$ cat src/rtl/mem_stage_ls_if.sv
// -----------------------------------------------------------------------------
// mem_stage_ls_if
// Memory-side bus of the load/store stage: a valid/ready request channel and a
// variable-latency read response channel.
//   master : the memory stage (drives requests, receives responses)
//   slave  : the memory / bus model
// Signals:
//   mem_req_valid / mem_req_ready   request handshake
//   mem_req_we                      request is a write
//   mem_req_addr                    aligned address (ADDR_W)
//   mem_req_be                      byte enables (DATA_W/8)
//   mem_req_wdata                   lane-replicated store data (DATA_W)
//   mem_resp_valid / mem_resp_rdata read response
// -----------------------------------------------------------------------------
interface mem_stage_ls_if #(
   parameter int DATA_W = 32,
   parameter int ADDR_W = 32
);
   localparam int BE_W = DATA_W / 8;

   logic              mem_req_valid;
   logic              mem_req_ready;
   logic              mem_req_we;
   logic [ADDR_W-1:0] mem_req_addr;
   logic [BE_W-1:0]   mem_req_be;
   logic [DATA_W-1:0] mem_req_wdata;
   logic              mem_resp_valid;
   logic [DATA_W-1:0] mem_resp_rdata;

   modport master (
      output mem_req_valid, mem_req_we, mem_req_addr, mem_req_be, mem_req_wdata,
      input  mem_req_ready, mem_resp_valid, mem_resp_rdata
   );

   modport slave (
      input  mem_req_valid, mem_req_we, mem_req_addr, mem_req_be, mem_req_wdata,
      output mem_req_ready, mem_resp_valid, mem_resp_rdata
   );
endinterface

$ cat src/rtl/mem_stage_ls.sv
// -----------------------------------------------------------------------------
// mem_stage_ls
// Pipeline memory stage: EX/MEM register, branch/jump redirect toward IF,
// byte/half/word(/dword when DATA_W=64) loads and stores over mem_stage_ls_if.
// stall_m is high while an access is in flight.
//
// Optional feature macro: MEM_STAGE_MISALIGN_TRAP_EN
//   defined   : misaligned accesses are not issued; misalign_m pulses and the
//               instruction retires with m_reg_write forced low.
//   undefined : misaligned addresses are aligned down and issued normally.
//
// Ports:
//   clk, rst_n                  clock, asynchronous active-low reset
//   ex_*                        instruction/controls from EX
//   if_pc_src, if_pc_branch_in  combinational redirect toward IF
//   mem                         request/response bus (master side)
//   misalign_m                  misaligned-access flag (feature only)
//   stall_m                     freeze IF/ID/EX
//   m_*                         registered results toward WB
// -----------------------------------------------------------------------------
module mem_stage_ls #(
   parameter int DATA_W     = 32,
   parameter int ADDR_W     = 32,
   parameter int REG_ADDR_W = 5,
   parameter int BE_W       = DATA_W / 8
) (
   input  logic                  clk,
   input  logic                  rst_n,
   input  logic                  ex_valid,
   input  logic                  ex_reg_write,
   input  logic                  ex_mem_to_reg,
   input  logic                  ex_mem_read,
   input  logic                  ex_mem_write,
   input  logic [1:0]            ex_size,
   input  logic                  ex_unsigned,
   input  logic [DATA_W-1:0]     ex_alu_out,
   input  logic [DATA_W-1:0]     ex_write_data,
   input  logic [REG_ADDR_W-1:0] ex_write_reg,
   input  logic                  ex_branch,
   input  logic                  ex_zero,
   input  logic [1:0]            ex_j_inst,
   input  logic [ADDR_W-1:0]     ex_pc_branch,
   input  logic [ADDR_W-1:0]     ex_jump_addr,
   output logic [1:0]            if_pc_src,
   output logic [ADDR_W-1:0]     if_pc_branch_in,
   mem_stage_ls_if.master        mem,
`ifdef MEM_STAGE_MISALIGN_TRAP_EN
   output logic                  misalign_m,
`endif
   output logic                  stall_m,
   output logic                  m_valid,
   output logic                  m_reg_write,
   output logic                  m_mem_to_reg,
   output logic [DATA_W-1:0]     m_alu_out,
   output logic [DATA_W-1:0]     m_read_data,
   output logic [REG_ADDR_W-1:0] m_write_reg
);
   localparam int OFFW = $clog2(BE_W);

   typedef enum logic [1:0] {S_IDLE, S_REQ, S_WAIT} state_t;

   // A dword request on a 32-bit datapath degrades to a word access.
   function automatic logic [1:0] eff_size(input logic [1:0] s);
      if (DATA_W == 32 && s == 2'b11) return 2'b10;
      return s;
   endfunction

   state_t                r_state, w_state_next;
   logic                  r_valid, r_reg_write, r_mem_to_reg, r_mem_write, r_unsigned;
   logic [1:0]            r_size;
   logic [DATA_W-1:0]     r_alu_out, r_write_data, r_read_data;
   logic [REG_ADDR_W-1:0] r_write_reg;

   logic                  w_gate, w_ex_memop, w_ex_misalign;
   logic [1:0]            w_size;
   logic [OFFW-1:0]       w_off;
   logic [BE_W-1:0]       w_be;
   logic [DATA_W-1:0]     w_wdata, w_lane_b, w_lane_h, w_lane_w, w_shifted, w_load_data;

   assign stall_m    = (r_state != S_IDLE);
   assign w_ex_memop = ex_valid & (ex_mem_read | ex_mem_write);

   // ---------------- redirect toward IF ----------------
   assign w_gate = ex_valid & ex_branch & ~stall_m;

   always_comb begin
      if_pc_src       = 2'b00;
      if_pc_branch_in = '0;
      if (w_gate & (ex_zero | (ex_j_inst != 2'b00))) if_pc_src = 2'b01;
      if (w_gate) begin
         if (ex_zero)                  if_pc_branch_in = ex_pc_branch;
         else if (ex_j_inst == 2'b11)  if_pc_branch_in = ex_alu_out[ADDR_W-1:0];
         else if (ex_j_inst != 2'b00)  if_pc_branch_in = ex_jump_addr;
      end
   end

   // ---------------- misalignment on the incoming instruction ----------------
`ifdef MEM_STAGE_MISALIGN_TRAP_EN
   logic            r_misalign;
   logic [OFFW-1:0] w_ex_off;
   assign w_ex_off = ex_alu_out[OFFW-1:0];

   always_comb begin
      w_ex_misalign = 1'b0;
      case (eff_size(ex_size))
         2'b00:   w_ex_misalign = 1'b0;
         2'b01:   w_ex_misalign = w_ex_off[0];
         2'b10:   w_ex_misalign = |w_ex_off[1:0];
         default: w_ex_misalign = |w_ex_off;
      endcase
      w_ex_misalign = w_ex_misalign & w_ex_memop;
   end

   assign misalign_m  = r_misalign;
   assign m_reg_write = r_reg_write & ~r_misalign;
`else
   assign w_ex_misalign = 1'b0;
   assign m_reg_write   = r_reg_write;
`endif

   // ---------------- FSM ----------------
   always_comb begin
      w_state_next = r_state;
      case (r_state)
         S_IDLE:  if (w_ex_memop & ~w_ex_misalign) w_state_next = S_REQ;
         S_REQ:   if (mem.mem_req_ready) w_state_next = r_mem_write ? S_IDLE : S_WAIT;
         S_WAIT:  if (mem.mem_resp_valid) w_state_next = S_IDLE;
         default: w_state_next = S_IDLE;
      endcase
   end

   // ---------------- request formation ----------------
   assign w_size = eff_size(r_size);

   // Lane offset with the bits below the access size cleared, so a
   // misaligned address is aligned down to its natural boundary.
   always_comb begin
      w_off = r_alu_out[OFFW-1:0];
      case (w_size)
         2'b00:   w_off = r_alu_out[OFFW-1:0];
         2'b01:   w_off = r_alu_out[OFFW-1:0] & ~OFFW'(1);
         2'b10:   w_off = r_alu_out[OFFW-1:0] & ~OFFW'(3);
         default: w_off = '0;
      endcase
   end

   always_comb begin
      w_be = '1;
      case (w_size)
         2'b00:   w_be = BE_W'(1)  << w_off;
         2'b01:   w_be = BE_W'(3)  << w_off;
         2'b10:   w_be = BE_W'(15) << w_off;
         default: w_be = '1;
      endcase
   end

   // Replicate the right-aligned store data into every lane of its size.
   for (genvar gi = 0; gi < BE_W; gi++) begin : g_lane
      assign w_lane_b[gi*8 +: 8] = r_write_data[7:0];
      assign w_lane_h[gi*8 +: 8] = r_write_data[(gi%2)*8 +: 8];
      assign w_lane_w[gi*8 +: 8] = r_write_data[(gi%4)*8 +: 8];
   end

   always_comb begin
      w_wdata = r_write_data;
      case (w_size)
         2'b00:   w_wdata = w_lane_b;
         2'b01:   w_wdata = w_lane_h;
         2'b10:   w_wdata = w_lane_w;
         default: w_wdata = r_write_data;
      endcase
   end

   assign mem.mem_req_valid = (r_state == S_REQ);
   assign mem.mem_req_we    = r_mem_write;
   assign mem.mem_req_addr  = {r_alu_out[ADDR_W-1:OFFW], {OFFW{1'b0}}};
   assign mem.mem_req_be    = w_be;
   assign mem.mem_req_wdata = w_wdata;

   // ---------------- load extraction ----------------
   assign w_shifted = mem.mem_resp_rdata >> {w_off, 3'b000};

   always_comb begin
      w_load_data = w_shifted;
      case (w_size)
         2'b00:   w_load_data = r_unsigned ? DATA_W'(w_shifted[7:0])
                                           : DATA_W'($signed(w_shifted[7:0]));
         2'b01:   w_load_data = r_unsigned ? DATA_W'(w_shifted[15:0])
                                           : DATA_W'($signed(w_shifted[15:0]));
         2'b10:   w_load_data = r_unsigned ? DATA_W'(w_shifted[31:0])
                                           : DATA_W'($signed(w_shifted[31:0]));
         default: w_load_data = w_shifted;
      endcase
   end

   // ---------------- registers ----------------
   always_ff @(posedge clk or negedge rst_n) begin
      if (!rst_n) begin
         r_state      <= S_IDLE;
         r_valid      <= 1'b0;
         r_reg_write  <= 1'b0;
         r_mem_to_reg <= 1'b0;
         r_mem_write  <= 1'b0;
         r_unsigned   <= 1'b0;
         r_size       <= 2'b00;
         r_alu_out    <= '0;
         r_write_data <= '0;
         r_write_reg  <= '0;
         r_read_data  <= '0;
`ifdef MEM_STAGE_MISALIGN_TRAP_EN
         r_misalign   <= 1'b0;
`endif
      end else begin
         r_state <= w_state_next;
         if (!stall_m) begin
            r_valid      <= ex_valid;
            r_reg_write  <= ex_reg_write;
            r_mem_to_reg <= ex_mem_to_reg;
            r_mem_write  <= ex_mem_write;
            r_unsigned   <= ex_unsigned;
            r_size       <= ex_size;
            r_alu_out    <= ex_alu_out;
            r_write_data <= ex_write_data;
            r_write_reg  <= ex_write_reg;
`ifdef MEM_STAGE_MISALIGN_TRAP_EN
            r_misalign   <= w_ex_misalign;
`endif
         end
         // Only a response in WAIT is accepted; one arriving in REQ or IDLE is dropped.
         if (r_state == S_WAIT && mem.mem_resp_valid) r_read_data <= w_load_data;
      end
   end

   assign m_valid      = r_valid & (r_state == S_IDLE);
   assign m_mem_to_reg = r_mem_to_reg;
   assign m_alu_out    = r_alu_out;
   assign m_read_data  = r_read_data;
   assign m_write_reg  = r_write_reg;
endmodule

$ cat src/flat_wrapper.sv
// flat-port wrapper written by rule: the top's interface ports become plain ports
module mem_stage_ls_flat 
#(
   parameter int DATA_W     = 32,
   parameter int ADDR_W     = 32,
   parameter int REG_ADDR_W = 5,
   parameter int BE_W       = DATA_W / 8
)
  (clk, rst_n, ex_valid, ex_reg_write, ex_mem_to_reg, ex_mem_read, ex_mem_write, ex_size, ex_unsigned, ex_alu_out, ex_write_data, ex_write_reg, ex_branch, ex_zero, ex_j_inst, ex_pc_branch, ex_jump_addr, if_pc_src, if_pc_branch_in, stall_m, m_valid, m_reg_write, m_mem_to_reg, m_alu_out, m_read_data, m_write_reg, mem_mem_req_valid, mem_mem_req_we, mem_mem_req_addr, mem_mem_req_be, mem_mem_req_wdata, mem_mem_req_ready, mem_mem_resp_valid, mem_mem_resp_rdata);
  mem_stage_ls_if #(.DATA_W(DATA_W), .ADDR_W(ADDR_W)) mem_i ();
  input  logic clk;
  input  logic rst_n;
  input  logic ex_valid;
  input  logic ex_reg_write;
  input  logic ex_mem_to_reg;
  input  logic ex_mem_read;
  input  logic ex_mem_write;
  input  logic [1:0] ex_size;
  input  logic ex_unsigned;
  input  logic [DATA_W-1:0] ex_alu_out;
  input  logic [DATA_W-1:0] ex_write_data;
  input  logic [REG_ADDR_W-1:0] ex_write_reg;
  input  logic ex_branch;
  input  logic ex_zero;
  input  logic [1:0] ex_j_inst;
  input  logic [ADDR_W-1:0] ex_pc_branch;
  input  logic [ADDR_W-1:0] ex_jump_addr;
  output logic [1:0] if_pc_src;
  output logic [ADDR_W-1:0] if_pc_branch_in;
  output logic stall_m;
  output logic m_valid;
  output logic m_reg_write;
  output logic m_mem_to_reg;
  output logic [DATA_W-1:0] m_alu_out;
  output logic [DATA_W-1:0] m_read_data;
  output logic [REG_ADDR_W-1:0] m_write_reg;
  output wire logic [$bits(mem_i.mem_req_valid)-1:0] mem_mem_req_valid;
  output wire logic [$bits(mem_i.mem_req_we)-1:0] mem_mem_req_we;
  output wire logic [$bits(mem_i.mem_req_addr)-1:0] mem_mem_req_addr;
  output wire logic [$bits(mem_i.mem_req_be)-1:0] mem_mem_req_be;
  output wire logic [$bits(mem_i.mem_req_wdata)-1:0] mem_mem_req_wdata;
  input wire logic [$bits(mem_i.mem_req_ready)-1:0] mem_mem_req_ready;
  input wire logic [$bits(mem_i.mem_resp_valid)-1:0] mem_mem_resp_valid;
  input wire logic [$bits(mem_i.mem_resp_rdata)-1:0] mem_mem_resp_rdata;
  assign mem_mem_req_valid = mem_i.mem_req_valid;
  assign mem_mem_req_we = mem_i.mem_req_we;
  assign mem_mem_req_addr = mem_i.mem_req_addr;
  assign mem_mem_req_be = mem_i.mem_req_be;
  assign mem_mem_req_wdata = mem_i.mem_req_wdata;
  assign mem_i.mem_req_ready = mem_mem_req_ready;
  assign mem_i.mem_resp_valid = mem_mem_resp_valid;
  assign mem_i.mem_resp_rdata = mem_mem_resp_rdata;
  mem_stage_ls #(.DATA_W(DATA_W), .ADDR_W(ADDR_W), .REG_ADDR_W(REG_ADDR_W), .BE_W(BE_W)) u_core (.clk(clk), .rst_n(rst_n), .ex_valid(ex_valid), .ex_reg_write(ex_reg_write), .ex_mem_to_reg(ex_mem_to_reg), .ex_mem_read(ex_mem_read), .ex_mem_write(ex_mem_write), .ex_size(ex_size), .ex_unsigned(ex_unsigned), .ex_alu_out(ex_alu_out), .ex_write_data(ex_write_data), .ex_write_reg(ex_write_reg), .ex_branch(ex_branch), .ex_zero(ex_zero), .ex_j_inst(ex_j_inst), .ex_pc_branch(ex_pc_branch), .ex_jump_addr(ex_jump_addr), .if_pc_src(if_pc_src), .if_pc_branch_in(if_pc_branch_in), .mem(mem_i), .stall_m(stall_m), .m_valid(m_valid), .m_reg_write(m_reg_write), .m_mem_to_reg(m_mem_to_reg), .m_alu_out(m_alu_out), .m_read_data(m_read_data), .m_write_reg(m_write_reg));
endmodule
$ cat config.mk
export PLATFORM = sky130hd
export DESIGN_NAME = mem_stage_ls_flat
export DESIGN_NICKNAME = d
export VERILOG_FILES = /design/src/rtl/mem_stage_ls_if.sv /design/src/rtl/mem_stage_ls.sv /design/src/flat_wrapper.sv
export SDC_FILE = /design/constraint.sdc
export NUM_CORES = 1
export LEC_CHECK = 0
export BUFFER_PORTS_ARGS = -buffer_cell sky130_fd_sc_hd__buf_2
export CORE_MARGIN = 4
export CORE_UTILIZATION = 35
export DETAILED_ROUTE_END_ITERATION = 6
export PLACE_DENSITY = 0.65
export SYNTH_ARGS = -nofsm -noshare
export SYNTH_HDL_FRONTEND = slang
export SYNTH_SLANG_ARGS = --single-unit
$ cat constraint.sdc
create_clock -name clk -period 2.1 [get_ports clk]
set_clock_uncertainty 0.15 [all_clocks]
set_input_delay 0 -clock clk [delete_from_list [all_inputs] [get_ports clk]]
set_output_delay 0 -clock clk [all_outputs]
set_load 0.05 [all_outputs]
==> key figures, run 1 <==
Layout
  – P&R area growth vs syn: 49.41%
  – Fill cells: 1591
  – Final Net Count: 1214
  – Multi-input logic area: 3281 um^2
  – Storage cell area: 2756 um^2
  – Final core occ: 53.76%
  – # diodes: 0
  – Share of cells above drive strength 1: 54.05%

GRT
  – Global router's overall resource usage: 20.35%
  – Pin count of the biggest net entering global routing: 45
  – Initial antenna violation count: 1
  – Vias in the first global route: 6281
  – Global route total overflow: 0
  – Global-route wire length before repair: 33720 um

Setup path
  – Crit path max fanout: 5
  – CP Launch Type: flop
  – Critical path's top delay family: flip-flops
  – CP Capture Type: output pin
  – CP required: 1.95 ns
  – Cells along the critical path: buf_4 > or2_1 > mux2_2 > buf_2
  – Worst EP arrival: 1.85 ns
  – CP max stage delay: 0.43 ns
  – WS Path Type: flop to output pin
  – CP max-delay cell: dfrtp_1
  – Worst Path Buf+Inv: 2

Place
  – Routability cong.: 0.8665
  – Port buffer count: 354
  – Pre-CTS setup slack: 0.1327 ns
  – Detailed placement HPWL: 16290 um

Yosys
  – Asr flop ratio synth: 100.0%
  – Syn Area/Cell: 10.62 um^2
  – Post-synth top area share: 42.02%
  – Cell with the most instances after synthesis: mux2_2
  – Post-synth top cells: 131 x mux2_2, 110 x dfrtp_1, 85 x nor2_1, 49 x a21oi_1, 43 x nand2_1
  – Top cells by area, synth: dfrtp_1 42%, mux2_2 23%, nor2_1 4.9%
  – Post-synth top flop: dfrtp_1
  – Ys Warns: 0
  – Number of flops mapped to enable cells by yosys: 0
  – Synthesized area: 6551 um^2
  – Register bit total from synthesis: 110
  – Sequential area share after synthesis: 42.02%
  – Synth area leader: dfrtp_1
  – Netlist cell types: 40
  – Mapped Cells: 617

Timing
  – Final setup violation count: 0
  – RSZ-0062 raised after global routing: no
  – Min cycle time layout: 2.001 ns
  – Max Slew Vio Count: 0
  – Final period utilization: 95.29%
  – Hold violation count in the final report: 0
  – Final WS setup: 0.09894 ns
  – Least-Margin Pin Slew: 0.5663 ns
  – Maximum operating frequency: 499.7 MHz
  – Setup TNS Final: 0 ns
  – Relative slew slack: 62.25%

Route
  – Drt pass-1 iters: 7
  – Final wirelength: 22100 um
  – 1st-iter DRT viols: 351
  – Via density: 5.028
  – Drt wl/cell: 17.44 um
  – DRC Markers: 0
  – ANT nets after route: 0
  – Via count: 6370
  – Met3 wire length: 1485 um
  – M1 WL: 8757 um
  – Met2 wire length: 11300 um
  – Uppermost layer routed: met5

Pwr
  – Power density over the cells: 1633 nW/um^2
  – LEAKAGE: 4.655 nW
  – VDD IR max: 1180 uV

Run status
  – Status: complete, no violations

Die
  – Top Ports: 358
  – Initial Utilization: 35.98%
  – Horiz. Die Dim: 144.8 um
  – Core footprint: 18210 um^2
  – Die height: 144.8 um
  – Row Count: 49
  – Die area: 20970 um^2

CTS
  – Worst-Skew Late Latency: 0.35 ns
  – CTS Buffer Depth: 2
  – Clock slew at reported path FFs: 0.08 ns
  – H-tree Lvls: 3
  – CTS buffer count: 9
  – CTS tree: built
  – CTS sink cnt: 110
  – Clk Tree Root Cell: clkbuf_16

Job
  – Max_cap viols: 0

Min path
  – Worst min path class: input pin to asynchronous set/reset pin
per-stage QoR:
| step | power [W] | hold WS [ns] | instance area (um^2) | std cells |
|---|---|---|---|---|
| global route | 0.01682 | 0.07211 | 9788 | 1267 |
| finish | 0.01598 | 0.06125 | 9788 | 1267 |
| floorplan | 0.01215 | -0.4456 | 6570 | 619 |
| detailed placement | 0.01416 | -0.1730 | 8333 | 1136 |
| CTS | 0.01605 | 0.03294 | 9753 | 1265 |
| global placement | 0.01407 | -0.1714 | 8333 | 1136 |
what timing repair did:
item / CTS / global route
hold endpoints to repair: 220 / 0
hold buffers: 113 / 0
gates resized for setup: 0 / 7
buffers inserted: 0 / 2
setup endpoints to repair: 0 / 39
logic make-up after synthesis:
logic type	after synthesis	synth area share, %
simple gates	148	9.626
mux	147	26.37
compound gates	121	13.71
flops	110	42.02
buf+inv	90	8.212
other cells	1	0.05724
worst register-to-register path, stage by stage, from the launching register on:
cell and delay (ns):
dfrtp_1 0.44, nor2b_4 0.15, mux2_4 0.32, a21oi_4 0.23
o311a_4 0.43, a21oi_1 0.13
worst paths after layout:
path,start,to,slack (ns),depth (start not counted)
min reg2reg,u_core.r_valid$_DFFE_PN0P_,u_core.r_valid$_DFFE_PN0P_,0.35,1
min,rst_n,u_core.mem.mem_req_we$_DFFE_PN0P_,0.06,3
max reg2reg,u_core.r_size[0]$_DFFE_PN0P_,u_core.m_read_data[30]$_DFFE_PN0P_,0.13,5
min in group clk,mem_mem_resp_valid,u_core.m_read_data[7]$_DFFE_PN0P_,0.07,6
max,u_core.r_size[0]$_DFFE_PN0P_,mem_mem_req_wdata[14],0.1,4
max in group asynchronous,rst_n,u_core.r_size[1]$_DFFE_PN0P_,1.48,3
power by group:
part	total [W]	leakage [nW]	internal [W]	switching [W]
registers	0.00386	1.28	0.00309	0.000772
logic	0.0105	3.24	0.00304	0.00741
clock network	0.00167	0.134	0.000820	0.000848
total	0.0160	4.66	0.00695	0.00903
cell type report:
type,instances,share of cell area (%)
Multi-Input combinational cell,419,33.52
Timing Repair Buffer,491,32.47
Sequential cell,110,28.16
Tap cell,229,2.927
Clock buffer,9,2.301
Clock inverter,7,0.5497
Inverter,2,0.07670
routing by layer:
metal	GRT usage, %	vias up
li1	-	2968
met1	25.83	3078
met2	34.15	281
met3	4.699	41
met4	7.020	2
met5	0	-
placed cells by master (no fill, tap or decap), drive strengths merged, types with 5 or more instances in the layout:
| cell type | Yosys | final |
|---|---|---|
| dfrtp | 110 | 110 |
| mux2i | 8 | 8 |
| nor2b | 5 | 5 |
| nor2 | 87 | 87 |
| a21oi | 60 | 60 |
| o22a | 7 | 7 |
| a22oi | 32 | 32 |
| nand2 | 44 | 44 |
| o21ai | 13 | 13 |
| mux2 | 132 | 132 |
| dlygate4sd3 | 0 | 112 |
| mux4 | 7 | 7 |
| inv | 2 | 5 |
| buf | 59 | 374 |
| clkbuf | 29 | 14 |
No activity file was read; power rests on OpenSTA's default activity.
==> run 2: changes to the inputs <==
--- a/config.mk
+++ b/config.mk
@@ -6,10 +6,11 @@
 export NUM_CORES = 1
 export LEC_CHECK = 0
 export BUFFER_PORTS_ARGS = -buffer_cell sky130_fd_sc_hd__buf_2
-export CORE_MARGIN = 4
-export CORE_UTILIZATION = 35
+export CORE_AREA = 4 4 136 138
 export DETAILED_ROUTE_END_ITERATION = 6
-export PLACE_DENSITY = 0.65
+export DIE_AREA = 0 0 140 142
+export MAX_ROUTING_LAYER = met4
+export PLACE_DENSITY = 0.7
 export SYNTH_ARGS = -nofsm -noshare
 export SYNTH_HDL_FRONTEND = slang
 export SYNTH_SLANG_ARGS = --single-unit
==> run 2 against run 1 <==
Register-to-register slack about the same; critical path type unchanged; largest power group unchanged; global-route usage increased by 1.9 points; wire length increased by 0.30%; combinational power about the same; sequential power about the same.
==> key figures, run 2 (synthesized netlist as in run 1, its figures left out) <==
Run status
  – Status: complete, no violations

Place
  – Detailed placement HPWL: 15830 um (-2.8%)
  – Placed Cells: 1130 (-0.53%)
  – Routability cong.: 0.9136 (+5.4%)
  – Port buffer count: 354 (unchanged)

Layout
  – P&R area growth vs syn: 47.99%
  – Fill cells: 1473 (-7.4%)
  – Non-filler cells, final: 1260 (-0.55%)
  – Final Net Count: 1209 (-0.41%)
  – Leading cell types in the layout, fill and taps excluded: 352 x buf_2, 131 x mux2_2, 112 x dlygate4sd3_1
  – Share of cells above drive strength 1: 53.73% (-0.32 points)
  – Multi-input logic area: 3281 um^2 (unchanged)
  – Storage cell area: 2756 um^2 (unchanged)
  – Most common cell after layout, fill and taps aside: buf_2

Timing
  – Setup TNS Final: 0 ns (unchanged)
  – Final period utilization: 96.21% (+0.92 points)
  – Hold violation count in the final report: 0 (unchanged)
  – Maximum operating frequency: 494.9 MHz (-0.96%)
  – Min cycle time layout: 2.020 ns (+0.01939 ns)
  – Max Slew Vio Count: 0 (unchanged)
  – Final setup violation count: 0 (unchanged)
  – Relative slew slack: 58.26% (-4.0 points)
  – Least-Margin Pin Slew: 0.6262 ns (+0.05991 ns)
  – RSZ-0062 raised after global routing: no

Route
  – DRC Markers: 0 (unchanged)
  – 1st-iter DRT viols: 283 (-19%)
  – Drt pass-1 iters: 5 (-2)
  – Final wirelength: 22160 um (+0.30%)
  – ANT nets after route: 0 (unchanged)
  – Drt wl/cell: 17.59 um (+0.86%)
  – Via density: 5.038 (+0.21%)
  – Via count: 6348 (-0.35%)

Setup path
  – FF-to-FF setup slack: 0.13 ns (about the same)
  – CP Launch Type: flop
  – Crit path max fanout: 6 (+1)
  – CP max stage delay: 0.43 ns (about the same)
  – Cells along the critical path: buf_4 > nor2_4 > buf_4 > mux2_2 > buf_2
  – CP max-delay cell: dfrtp_1
  – CP Capture Type: output pin
  – Worst EP arrival: 1.87 ns (+0.02 ns)
  – Critical path's top delay family: buffers and inverters
  – Worst Path Buf+Inv: 3 (+1)
  – Worst Reg2Reg Path Length in Cells: 5 (unchanged)
  – CP required: 1.95 ns (about the same)
  – CP most frequent cell: buf_4
  – R2r endpoint: u_core.m_read_data[30]$_DFFE_PN0P_
  – Reg2reg start: u_core.r_size[0]$_DFFE_PN0P_
  – WS Path Type: flop to output pin

GRT
  – Global router's overall resource usage: 22.21% (+1.9 points)
  – Pin count of the biggest net entering global routing: 111 (+150%)
  – Global route total overflow: 0 (unchanged)
  – Vias in the first global route: 6448 (+2.7%)
  – Global-route wire length before repair: 34470 um (+2.2%)
  – Initial antenna violation count: 1 (unchanged)

Pwr
  – LEAKAGE: 4.619 nW (-0.78%)
  – VDD IR max: 1049 uV (-11%)
  – Power density over the cells: 1644 nW/um^2 (+0.67%)
  – Final Total Pwr: 0.01594 W (-0.28%)

Die
  – Top Ports: 358 (unchanged)
  – Row Count: 48 (-2.0%)
  – Die height: 142 um (-1.9%)
  – Core footprint: 17180 um^2 (-5.7%)
  – Die area: 19880 um^2 (-5.2%)
  – Initial Utilization: 38.14% (+2.2 points)
  – Horiz. Die Dim: 140 um (-3.3%)

Min path
  – Worst min path class: input pin to asynchronous set/reset pin

CTS
  – Clk Tree Root Cell: clkbuf_16
  – CTS sink cnt: 110 (unchanged)
  – CTS tree: built
  – H-tree Lvls: 3 (unchanged)
  – Post-CTS Setup Bufs: 0 (unchanged)
  – CTS buffer count: 9 (unchanged)
  – Worst-Skew Late Latency: 0.35 ns (about the same)
  – Clock slew at reported path FFs: 0.08 ns (about the same)
  – CTS Buffer Depth: 2 (unchanged)

Job
  – Max_cap viols: 0 (unchanged)
## run 2: changes by cell type in the layout (fill, tap and decap cells not counted), sizes merged
cell / previous run / this run
buf: 374 / 373
clkbuf: 14 / 11
clkinv: 2 / 4
clkinvlp: 2 / 1
diode: 0 / 2
inv: 5 / 3
## run 2: cell type report
class / count / area share, %
multi-input combinational: 419 / 33.84
timing repair buffer: 486 / 31.86
sequential: 110 / 28.43
tap: 225 / 2.904
clock buffer: 10 / 2.362
clock inverter: 6 / 0.4775
inverter: 2 / 0.07743
antenna: 2 / 0.05162
## run 2: where the power goes
group	switching, W	leakage [nW]	total [W]	internal [W]
Clock	0.000817	0.134	0.00163	0.000815
Sequential	0.000785	1.28	0.00388	0.00309
Combinational	0.00743	3.20	0.0104	0.00300
## run 2: metrics by stage
| step | worst slack, ns | instance area (um^2) | utilization (%) | hold WS [ns] |
|---|---|---|---|---|
| floorplan | 0.01516 | 6570 | - | -0.4456 |
| global placement | 0.1686 | 8288 | 48.25 | -0.02070 |
| detailed placement | 0.1458 | 8288 | 48.25 | -0.02238 |
| CTS | 0.01772 | 9684 | 56.38 | 0.07371 |
| global route | 0.01199 | 9693 | 56.43 | 0.1186 |
| finish | 0.07954 | 9696 | 56.45 | 0.09149 |
## run 2: how the worst max path moves through the flow
stage	startpoint	end	slack, ns	cells past startpoint
after floorplan	u_core.m_alu_out[0]$_DFFE_PN0P_	u_core.m_read_data[20]$_DFFE_PN0P_	0.02	7
after global placement	u_core.r_size[0]$_DFFE_PN0P_	u_core.m_read_data[30]$_DFFE_PN0P_	0.17	5
after detailed placement	u_core.r_size[0]$_DFFE_PN0P_	u_core.m_read_data[30]$_DFFE_PN0P_	0.15	5
after CTS	u_core.r_size[1]$_DFFE_PN0P_	mem_mem_req_wdata[16]	0.02	3
after global routing	u_core.r_size[0]$_DFFE_PN0P_	mem_mem_req_wdata[8]	0.01	5
final	u_core.r_size[0]$_DFFE_PN0P_	mem_mem_req_wdata[10]	0.08	5
## run 2: routing by layer
metal  vias up  share of wire [%]  GRT usage [%]
met3        37                6.1          4.099
met5         -                  0              -
met1      3068                 40          27.03
li1       2957                  -              -
met2       286                 52          37.88
met4         0                2.0          6.680
## run 2: worst min-delay path, stage by stage
cell and delay (ns):
dlygate4sd3_1 0.53, buf_4 0.12, buf_12 0.42
## run 2: what timing repair did
item | CTS | global route
hold buffers | 112 | 0
endpoints found under the hold margin | 220 | 0
gates resized for setup | 0 | 2
setup endpoints to repair | 0 | 9
==> run 3: changes to the inputs <==
--- a/config.mk
+++ b/config.mk
@@ -11,6 +11,7 @@
 export DIE_AREA = 0 0 140 142
 export MAX_ROUTING_LAYER = met4
 export PLACE_DENSITY = 0.7
+export RECOVER_POWER = 25
 export SYNTH_ARGS = -nofsm -noshare
 export SYNTH_HDL_FRONTEND = slang
 export SYNTH_SLANG_ARGS = --single-unit
==> run 3 against run 2 <==
Flip-flop and latch count is the same; final cell count did not move; worst setup slack better by 0.0014 ns.
==> key figures, run 3 (synthesized netlist as in run 1, its figures left out) <==
Run status
  – Status: complete, no violations

CTS
  – CTS sink cnt: 110 (unchanged)
  – CTS buffer count: 9 (unchanged)
  – CTS tree: built
  – Post-CTS Setup Bufs: 0 (unchanged)
  – Worst-Skew Late Latency: 0.35 ns (about the same)
  – Clk Tree Root Cell: clkbuf_16
  – CTS Buffer Depth: 2 (unchanged)
  – H-tree Lvls: 3 (unchanged)
  – Clock slew at reported path FFs: 0.07 ns (about the same)

Setup path
  – CP required: 1.95 ns (about the same)
  – Worst EP arrival: 1.87 ns (about the same)
  – CP Capture Type: output pin
  – CP Launch Type: flop
  – R2r endpoint: u_core.m_read_data[30]$_DFFE_PN0P_
  – WS Path Type: flop to output pin
  – Crit path max fanout: 6 (unchanged)
  – Worst Reg2Reg Path Length in Cells: 5 (unchanged)
  – Reg2reg start: u_core.r_size[0]$_DFFE_PN0P_
  – FF-to-FF setup slack: 0.13 ns (about the same)

Timing
  – Hold violation count in the final report: 0 (unchanged)
  – Final setup violation count: 0 (unchanged)
  – Final period utilization: 96.14% (about the same)
  – Least-Margin Pin Slew: 1.407 ns (+0.7811 ns)
  – Max Slew Vio Count: 0 (unchanged)
  – Min cycle time layout: 2.019 ns (-0.001442 ns)
  – Relative slew slack: 6.184% (-52 points)
  – Setup TNS Final: 0 ns (unchanged)
  – Maximum operating frequency: 495.3 MHz (about the same)
  – RSZ-0062 raised after global routing: no
  – Hold slack final: 0.09333 ns (+0.001847 ns)

Route
  – Drt wl/cell: 17.61 um (about the same)
  – Drt pass-1 iters: 5 (unchanged)
  – 1st-iter DRT viols: 314 (+11%)
  – Via count: 6359 (+0.17%)
  – Final wirelength: 22190 um (about the same)
  – DRC Markers: 0 (unchanged)
  – ANT nets after route: 0 (unchanged)
  – Via density: 5.047 (+0.17%)

Die
  – Die area: 19880 um^2 (unchanged)
  – Core footprint: 17180 um^2 (unchanged)
  – Horiz. Die Dim: 140 um (unchanged)
  – Initial Utilization: 38.14% (unchanged)
  – Top Ports: 358 (unchanged)
  – Row Count: 48 (unchanged)
  – Die height: 142 um (unchanged)

Min path
  – Worst min path class: input pin to flop
  – Hold Crit Depth: 6
  – Worst hold start: mem_mem_resp_valid
  – Hold EP: u_core.m_read_data[7]$_DFFE_PN0P_

Layout
  – Final core occ: 56.37% (-0.073 points)
  – Share of cells above drive strength 1: 53.73% (unchanged)
  – Storage cell area: 2756 um^2 (unchanged)
  – P&R area growth vs syn: 47.80%
  – Final Net Count: 1209 (unchanged)
  – Most common cell after layout, fill and taps aside: buf_2
  – Multi-input logic area: 3281 um^2 (unchanged)
  – Fill cells: 1475 (+0.14%)
  – Finished Cell Area: 9683 um^2 (-0.13%)
  – Leading cell types in the layout, fill and taps excluded: 352 x buf_2, 131 x mux2_2, 112 x dlygate4sd3_1

GRT
  – Initial antenna violation count: 1 (unchanged)
  – Global router's overall resource usage: 22.21% (unchanged)
  – Global route total overflow: 0 (unchanged)
  – Vias in the first global route: 6448 (unchanged)
  – Global-route wire length before repair: 34470 um (unchanged)
  – Pin count of the biggest net entering global routing: 111 (unchanged)

Place
  – Detailed placement HPWL: 15830 um (unchanged)
  – Routability cong.: 0.9136 (unchanged)
  – Port buffer count: 354 (unchanged)
  – Area post-placement: 8288 um^2 (unchanged)

Pwr
  – LEAKAGE: 4.614 nW (-0.10%)
  – Power density over the cells: 1646 nW/um^2 (+0.12%)
  – VDD IR max: 1049 uV (unchanged)

Job
  – Max_cap viols: 0 (unchanged)
[run 3: changes by cell type in the layout (fill, tap and decap cells not counted), sizes merged]
cell / previous run / this run
buf: 373 / 372
clkbuf: 11 / 12
[run 3: how the worst max path moves through the flow]
stage / start / to / slack, ns / cells past startpoint
floorplan: u_core.m_alu_out[0]$_DFFE_PN0P_ / u_core.m_read_data[20]$_DFFE_PN0P_ / 0.02 / 7
global placement: u_core.r_size[0]$_DFFE_PN0P_ / u_core.m_read_data[30]$_DFFE_PN0P_ / 0.17 / 5
detailed placement: u_core.r_size[0]$_DFFE_PN0P_ / u_core.m_read_data[30]$_DFFE_PN0P_ / 0.15 / 5
CTS: u_core.r_size[1]$_DFFE_PN0P_ / mem_mem_req_wdata[16] / 0.02 / 3
global route: u_core.r_size[0]$_DFFE_PN0P_ / mem_mem_req_wdata[8] / 0.01 / 5
finish: u_core.r_size[0]$_DFFE_PN0P_ / mem_mem_req_wdata[10] / 0.08 / 5
[run 3: per-stage QoR]
step / std cells / total power (W) / setup WS (ns)
floorplan: 619 / 0.01215 / 0.01516
global placement: 1130 / 0.01404 / 0.1686
detailed placement: 1130 / 0.01414 / 0.1458
CTS: 1258 / 0.01599 / 0.01772
global route: 1259 / 0.01667 / 0.01199
finish: 1260 / 0.01594 / 0.08099
[run 3: per-layer routing]
layer	GRT usage (%)	part of all wire, %	up-vias
met1	27.03	40	3082
met4	6.680	2.0	0
li1	-	-	2962
met5	-	0	-
met3	4.099	6.0	37
met2	37.88	52	278
[run 3: report_power, final]
| part | leakage (nW) | internal, W | total (W) | switching, W |
|---|---|---|---|---|
| clock | 0.134 | 0.000815 | 0.00163 | 0.000815 |
| combinational | 3.20 | 0.00300 | 0.0104 | 0.00743 |
| sequential | 1.28 | 0.00309 | 0.00387 | 0.000783 |
[run 3: worst max-delay path, cell delays in order (launching register included)]
cell,delay (ns)
dfrtp_1,0.43
buf_4,0.18
nor2_4,0.13
buf_4,0.20
mux2_2,0.35
buf_2,0.21
[run 3: what timing repair did]
| item | 4_1_cts | 5_1_grt |
|---|---|---|
| hold buffers | 112 | 0 |
| endpoints found under the hold margin | 220 | 0 |
| resized for setup | 0 | 2 |
| setup endpoints to repair | 0 | 9 |
[run 3: layout make-up]
| type | count | area share, % |
|---|---|---|
| multi-input cells | 419 | 33.88 |
| repair buffers | 486 | 31.77 |
| flip-flops and latches | 110 | 28.47 |
| well taps | 225 | 2.907 |
| clock buffers | 10 | 2.365 |
| clock inverters | 6 | 0.4781 |
| inverters | 2 | 0.07753 |
| diodes | 2 | 0.05169 |
